[src/rtl/handshake_byte_packer_if.sv]
// handshake_byte_packer_if: upstream beat and downstream packed-word handshake bundle
interface handshake_byte_packer_if #(
    parameter int WORD_WIDTH = 8,
    parameter int PACK_NUM   = 4
);
    logic                           up_valid;
    logic [WORD_WIDTH-1:0]          up_data;
    logic                           up_last;
    logic                           up_ready;
    logic                           down_valid;
    logic [WORD_WIDTH*PACK_NUM-1:0] down_data;
    logic [PACK_NUM-1:0]            down_keep;
    logic                           down_last;
    logic                           down_ready;
    modport master (
        output up_valid, up_data, up_last, down_ready,
        input  up_ready, down_valid, down_data, down_keep, down_last
    );
    modport slave (
        input  up_valid, up_data, up_last, down_ready,
        output up_ready, down_valid, down_data, down_keep, down_last
    );
endinterface

[src/rtl/handshake_byte_packer.sv]
// handshake_byte_packer: packs WORD_WIDTH beats into PACK_NUM-lane words, valid/ready on both sides
module handshake_byte_packer #(
    parameter int WORD_WIDTH = 8,
    parameter int PACK_NUM   = 4
) (
    input logic                    clk,
    input logic                    rst_n,
    handshake_byte_packer_if.slave bus
);
    localparam int CW = $clog2(PACK_NUM);
    typedef logic [PACK_NUM-1:0][WORD_WIDTH-1:0] lanes_t;
    lanes_t              asm_q, asm_d, data_q, data_d, word;
    logic [CW-1:0]       cnt_q, cnt_d;
    logic [PACK_NUM-1:0] keep_q, keep_d, keep_w;
    logic                valid_q, valid_d, last_q, last_d;
    logic                accept, complete;
    assign bus.up_ready   = rst_n && (!valid_q || bus.down_ready);
    assign accept         = bus.up_valid && bus.up_ready;
    assign complete       = accept && (bus.up_last || cnt_q == CW'(PACK_NUM - 1));
    assign bus.down_valid = valid_q;
    assign bus.down_data  = data_q;
    assign bus.down_keep  = keep_q;
    assign bus.down_last  = last_q;
    // lanes above cnt are still zero because the buffer is cleared on every completion
    always_comb begin
        word   = asm_q;
        keep_w = '0;
        for (int i = 0; i < PACK_NUM; i++) begin
            word[i]   = CW'(i) == cnt_q ? bus.up_data : asm_q[i];
            keep_w[i] = CW'(i) <= cnt_q;
        end
    end
    always_comb begin
        asm_d   = complete ? '0 : accept ? word : asm_q;
        cnt_d   = complete ? '0 : accept ? cnt_q + 1'b1 : cnt_q;
        valid_d = complete || (valid_q && !bus.down_ready);
        data_d  = complete ? word : data_q;
        keep_d  = complete ? keep_w : keep_q;
        last_d  = complete ? bus.up_last : last_q;
    end
    always_ff @(posedge clk or negedge rst_n) begin
        if (!rst_n) begin
            asm_q   <= '0;
            cnt_q   <= '0;
            valid_q <= 1'b0;
            data_q  <= '0;
            keep_q  <= '0;
            last_q  <= 1'b0;
        end else begin
            asm_q   <= asm_d;
            cnt_q   <= cnt_d;
            valid_q <= valid_d;
            data_q  <= data_d;
            keep_q  <= keep_d;
            last_q  <= last_d;
        end
    end
endmodule

[src/flat_wrapper.sv]
// flat-port wrapper written by rule: the top's interface ports become plain ports
module handshake_byte_packer_flat 
#(
    parameter int WORD_WIDTH = 8,
    parameter int PACK_NUM   = 4
)
  (clk, rst_n, bus_up_valid, bus_up_data, bus_up_last, bus_down_ready, bus_up_ready, bus_down_valid, bus_down_data, bus_down_keep, bus_down_last);
  handshake_byte_packer_if #(.WORD_WIDTH(WORD_WIDTH), .PACK_NUM(PACK_NUM)) bus_i ();
  input logic clk;
  input logic rst_n;
  input wire logic [$bits(bus_i.up_valid)-1:0] bus_up_valid;
  input wire logic [$bits(bus_i.up_data)-1:0] bus_up_data;
  input wire logic [$bits(bus_i.up_last)-1:0] bus_up_last;
  input wire logic [$bits(bus_i.down_ready)-1:0] bus_down_ready;
  output wire logic [$bits(bus_i.up_ready)-1:0] bus_up_ready;
  output wire logic [$bits(bus_i.down_valid)-1:0] bus_down_valid;
  output wire logic [$bits(bus_i.down_data)-1:0] bus_down_data;
  output wire logic [$bits(bus_i.down_keep)-1:0] bus_down_keep;
  output wire logic [$bits(bus_i.down_last)-1:0] bus_down_last;
  assign bus_i.up_valid = bus_up_valid;
  assign bus_i.up_data = bus_up_data;
  assign bus_i.up_last = bus_up_last;
  assign bus_i.down_ready = bus_down_ready;
  assign bus_up_ready = bus_i.up_ready;
  assign bus_down_valid = bus_i.down_valid;
  assign bus_down_data = bus_i.down_data;
  assign bus_down_keep = bus_i.down_keep;
  assign bus_down_last = bus_i.down_last;
  handshake_byte_packer #(.WORD_WIDTH(WORD_WIDTH), .PACK_NUM(PACK_NUM)) u_core (.clk(clk), .rst_n(rst_n), .bus(bus_i));
endmodule
[config.mk]
export PLATFORM = sky130hd
export DESIGN_NAME = handshake_byte_packer_flat
export DESIGN_NICKNAME = d
export VERILOG_FILES = /design/src/rtl/handshake_byte_packer_if.sv /design/src/rtl/handshake_byte_packer.sv /design/src/flat_wrapper.sv
export SDC_FILE = /design/constraint.sdc
export NUM_CORES = 1
export LEC_CHECK = 0
export CAP_MARGIN = 20
export CELL_PAD_IN_SITES_DETAIL_PLACEMENT = 1
export CELL_PAD_IN_SITES_GLOBAL_PLACEMENT = 1
export CORE_UTILIZATION = 45
export CTS_BUF_LIST = sky130_fd_sc_hd__clkbuf_4 sky130_fd_sc_hd__clkbuf_8
export DETAILED_ROUTE_END_ITERATION = 10
export MAX_ROUTING_LAYER = met4
export PLACE_DENSITY_LB_ADDON = 0.1
export REMOVE_ABC_BUFFERS = 1
export SETUP_SLACK_MARGIN = 0.05
export SLEW_MARGIN = 25
export SYNTH_ARGS = -nofsm -noshare
export SYNTH_HDL_FRONTEND = slang
export SYNTH_SLANG_ARGS = --single-unit
[constraint.sdc]
create_clock -name clk -period 2.15 [get_ports clk]
set_input_delay 0.43 -clock clk [delete_from_list [all_inputs] [get_ports clk]]
set_output_delay 0.43 -clock clk [all_outputs]
set_load 0.005 [all_outputs]
# ---- After elaboration in Yosys (flattened, before gate mapping)
# Cells that the tools add are included.
dict set report classes {
  add_sub_neg 1
  n_reduce_logical 11
  muxes 8
  order_cmp 4
  n_eq_ne 4
}
# cell n
set op_table {}
lappend op_table {{$mux 32} 2}
lappend op_table {{$mux 8} 4}
lappend op_table {{$eq 2x2->1 const A} 2}
lappend op_table {{$le 1x2->1 const A} 2}
lappend op_table {{$le 2x2->1 const A} 2}
lappend op_table {{$logic_and 1x1->1} 4}
lappend op_table {{$mux 2} 2}
lappend op_table {{$logic_or 1x1->1} 3}
lappend op_table {{$add 2x1->2 const B} 1}
lappend op_table {{$eq 1x2->1 const A} 1}
lappend op_table {{$eq 2x2->1 const B} 1}
lappend op_table {{$logic_not 1->1} 2}
lappend op_table {{$logic_not 2->1} 1}
lappend op_table {{$reduce_bool 2->1} 1}
dict set report totals {
  inputBits 13
  out_inout_bits 39
  reg_bits 72
  word_cells 40
}

# ---- Depth between registers and ports, before layout
dict set report logic_depth {
  depth_word 6
  depth_mapped 6
  depth_no_buf 4
}

# ---- Worst setup path after synthesis
# Ideal clock, no wire load.
dict set report synth_path {
  path_type {flip-flop to flip-flop}
  from {register u_core.cnt_q[1]}
  to {register u_core.data_q, in the netlist u_core.bus.down_data[26]}
  n_path_buf 1
  setup_time_ps 127
  path_stages_with_launch 5
  required_time_ps 2023
  slack_ps 453
  period_less_slack_ps 1697
  t_arrival_ps 1569
  path_cell_list {dfrtp_1 ha_1 clkbuf_1 mux2_2 mux2_1}
}
dict set report synth_via {
  elab_chain_len 3
  elab_cells_between_ends 5
  cone_classes {eq/ne (2); mux (1); reduce/logical (2)}
}
# item line_no
set synth_lines {}
lappend synth_lines {{start, declared} handshake_byte_packer.sv:13} ;# logic [CW-1:0] cnt_q, cnt_d;
lappend synth_lines {{start signal, assigned} handshake_byte_packer.sv:51} ;# cnt_q <= cnt_d;
lappend synth_lines {{$eq 2x2->1} {handshake_byte_packer.sv:19, handshake_byte_packer.sv:29}}
lappend synth_lines {{$logic_or 1x1->1} handshake_byte_packer.sv:19} ;# assign complete = accept && (bus.up_last || cnt_q == CW'(PACK_NUM - 1));
lappend synth_lines {{$logic_and 1x1->1} handshake_byte_packer.sv:19}
lappend synth_lines {{end signal, assigned} handshake_byte_packer.sv:53} ;# data_q <= data_d;
lappend synth_lines {{end, declared} handshake_byte_packer.sv:12} ;# lanes_t asm_q, asm_d, data_q, data_d, word;
# Several ways; a longest one is shown, not always the timed one.
# A chain may end at the register's enable or synchronous reset.

# ---- Worst setup path in the final report
dict set report layout_path {
  from {input bus_down_ready}
  to {output bus_up_ready}
}
dict set report layout_via {
  elab_chain_len 2
}
# item line_no
set layout_lines {}
lappend layout_lines {{start, declared} flat_wrapper.sv:14} ;# input wire logic [$bits(bus_i.down_ready)-1:0] bus_down_ready;
lappend layout_lines {{$logic_or 1x1->1} handshake_byte_packer.sv:17} ;# assign bus.up_ready = rst_n && (!valid_q || bus.down_ready);
lappend layout_lines {{$logic_and 1x1->1} handshake_byte_packer.sv:17}
lappend layout_lines {{end, declared} flat_wrapper.sv:15} ;# output wire logic [$bits(bus_i.up_ready)-1:0] bus_up_ready;
# No other way between the ends.

==> flow_summary.yaml <==
outcome:
  outcome: "finished clean"
critical_path:
  crit_path_end: "bus_up_ready"
  critPathTopFamily: "buffers and inverters"
  critPathKind: "in2out"
  timing.rr.end: "u_core.asm_q[5]$_DFFE_PN0P_"
  r2r_start: "u_core.cnt_q[1]$_DFFE_PN0P_"
  crit_path_start_kind: "input pin"
  path_cells: "clkdlybuf4s50_1, nand2b_4, and2_1, clkdlybuf4s50_1"
  cp.required_ns: 1.72
  critPathSlowestCell: "clkdlybuf4s50_1"
  reg2regPathDepth: 6
  critPathCaptureType: "output port"
  r2r_setup_slack_ns: 0.23
  crit_top_cell: "clkdlybuf4s50_1"
  path_depth: 4
  crit_fanout: 3
  critPathMaxStageDelay_ns: 0.49
  arrival_ns: 1.61
  startpoint: "bus_down_ready"
  path_buf_inv: 2
die:
  die_w_um: 85.5
  num_rows: 30
  core_um2: 6760
  die_h_um: 85.5
  initial_core_util_pct: 46.4
  num_io_pins: 52
  dieArea_um2: 7310
final_layout:
  regArea_um2: 1800
  syn_to_final_growth_pct: 31.3
  nets: 298
  n_antenna_cell: 0
  fin_util_pct: 61.0
  drive_above_1_share_pct: 34.4
  n_fill_cell: 662
  multi_input_area_um2: 1260
drt:
  route.met2.wl_um: 3310
  drt-pass1-iter-count: 4
  drt_iter0_drc: 95
  drt-total-wl_um: 6780
  wl_met3_um: 176
  met1_length_um: 3210
  vias: 2007
  top_layer: "met4"
  drc: 0
  wl_per_cell_um: 18.6
  antenna_left: 0
  vias_per_cell: 5.50
timing:
  tightestPinTransition_ns: 0.786
  fin_crit_sh_pct: 95.0
  fin_ws_ns: 0.107
  setup_viol: 0
  finalHoldViolCount: 0
  max_freq_mhz: 490
  relSlewSlack_pct: 47.5
  rsz0062_at_grt: "no"
  finalCriticalPeriod_ns: 2.04
  finalHoldWorstSlack_ns: 0.145
  slew_viol_final: 0
  fin_skew_ns: 0.00872
placement:
  globalplace.congestion: 0.737
  preCtsSetupSlack_ns: -0.194
  port_buffers: 51
  hpwl_um: 4410
power_and_ir_drop:
  power.internal_mw: 3.46
  p_sw_mw: 1.06
  pwr_density_cell_nw_per_um2: 1100
  swShare_pct: 23.5
  pwr-share-seq_pct: 39.6
  p_total_mw: 4.52
  worst_ir_drop_vdd_v: 0.000604
  p_clk_share_pct: 34.7
  p_comb_share_pct: 25.8
  leakage_nw: 1.92
clock_tree:
  cts_buffers: 9
  cts_setup_buffers: 0
  clkLatencyLatePin_ns: 0.34
  clockBufferDepth: 2
  cts_sinks: 72
  clkTransAtPathRegs_ns: 0.07
  root_buffer: "clkbuf_8"
  cts_tree: "yes"
  h-tree-depth: 3
global_routing:
  grt_first_pass_wirelength_um: 11400
  grt_max_degree: 51
  grt_pass1_vias: 2121
  grt_overflow_total: 0
  grt_util_all_layers_pct: 21.6
  antenna_found_initial: 0
synth:
  ys_ff_latch: 72
  yosysWarnings: 0
  synth_cell_types: 24
  synthCells: 216
  seq_area_frac_synth_pct: 57.4
  synth_area_per_cell_um2: 14.5
  syn_area_um2: 3140
job:
  maxCapViolations: 0
min_path:
  min_path_type: "in2async"
kinds of logic after synthesis:
kind of cell | synth area share, %
buffers and inverters | 3.23
DFF | 57.4
muxes | 23.6
adders and majority gates | 1.99
AOI/OAI and AO/OA | 8.57
and+or+nand+nor | 5.18
Yosys cell counts:
library cell	count	area (um2)
nand3_1	2	10.0
nor2b_1	8	50.1
clkbuf_1	5	18.8
mux2i_1	2	20.0
and4_1	3	26.3
nor2_2	1	6.26
mux2_2	60	676
and2_1	3	18.8
nand2b_1	1	6.26
o311ai_1	3	26.3
a22o_1	26	228
dfrtp_1	72	1800
nand4_1	2	12.5
buf_4	1	7.51
inv_1	4	15.0
nand2_1	1	3.75
buf_6	4	45.0
nor3b_4	1	18.8
ha_1	5	62.6
buf_2	3	15.0
or2_2	1	6.26
o21ai_0	3	15.0
mux2_1	4	45.0
nor2_1	1	3.75
routing by layer:
metal,track usage (%),vias up
li1,-,915
met1,29.7,1049
met2,32.0,35
met3,4.33,8
met4,7.73,0
met5,-,-
layout by cell type (no fill, tap or decap), drive strengths merged:
cell            n
a22o           26
and2            3
and4            3
buf            16
bufinv          5
clkbuf         11
clkdlybuf4s50  50
dfrtp          72
ha              5
inv             4
mux2           64
mux2i           2
nand2           1
nand2b          1
nand3           2
nand4           2
nor2            2
nor2b           8
nor3b           1
o21ai           3
o311ai          3
or2             1
worst reg2reg max path, delay by kind of cell (launching register included):
| family | cells | cell delay, ns |
|---|---|---|
| simple gates | 2 | 0.63 |
| flops | 1 | 0.42 |
| buf+inv | 2 | 0.35 |
| fa+ha+maj | 1 | 0.24 |
| compound gates | 1 | 0.22 |
registers in the layout, summed over array words and instances (netlist names):
register and flops:
u_core.bus.down_keep 4, u_core.bus.down_data 32, u_core.bus.down_last 1, u_core.bus.down_valid 1, u_core.asm_q 32, u_core.cnt_q 2
repair_timing:
item,CTS,global route
endpoints found under the setup margin,0,1
hold buffers,0,0
endpoints found under the hold margin,0,0
gates resized for setup,0,1
power groups by stage:
| stage | Clock (mW) | Sequential [mW] | Combinational (mW) |
|---|---|---|---|
| after global routing | 1.66 | 1.82 | 1.26 |
| final | 1.57 | 1.79 | 1.16 |
| after detailed placement | 0 | 1.81 | 1.17 |
| after floorplan | 0 | 1.81 | 0.508 |
| after global placement | 0 | 1.81 | 1.14 |
| after CTS | 1.60 | 1.79 | 1.18 |
final cells by class:
type	instances	area share, %
Clock buffer	11	3.68
Clock inverter	5	3.65
Inverter	4	0.365
Multi-Input combinational cell	127	30.5
Sequential cell	72	43.7
Tap cell	80	2.43
Timing Repair Buffer	66	15.6
worst min-delay path by stage:
stage                                     endpoint  slack, ns
3_5_place_dp   u_core.bus.down_keep[0]$_DFFE_PN0P_       0.46
6_report          u_core.bus.down_last$_DFFE_PN0P_       0.15
3_3_place_gp   u_core.bus.down_keep[0]$_DFFE_PN0P_       0.46
5_1_grt           u_core.bus.down_last$_DFFE_PN0P_       0.16
2_1_floorplan          u_core.asm_q[0]$_DFFE_PN0P_       0.13
4_1_cts           u_core.bus.down_last$_DFFE_PN0P_       0.15
stage by stage:
| step | TNS [ns] | cell area (um2) | std cells |
|---|---|---|---|
| 3_3_place_gp | -1.05 | 3790 | 349 |
| 2_1_floorplan | -16.38 | 3050 | 203 |
| 4_1_cts | 0 | 4100 | 365 |
| 6_report | 0 | 4120 | 365 |
| 3_5_place_dp | -1.40 | 3800 | 349 |
| 5_1_grt | 0 | 4120 | 365 |
No activity file was read; power rests on OpenSTA's default activity.
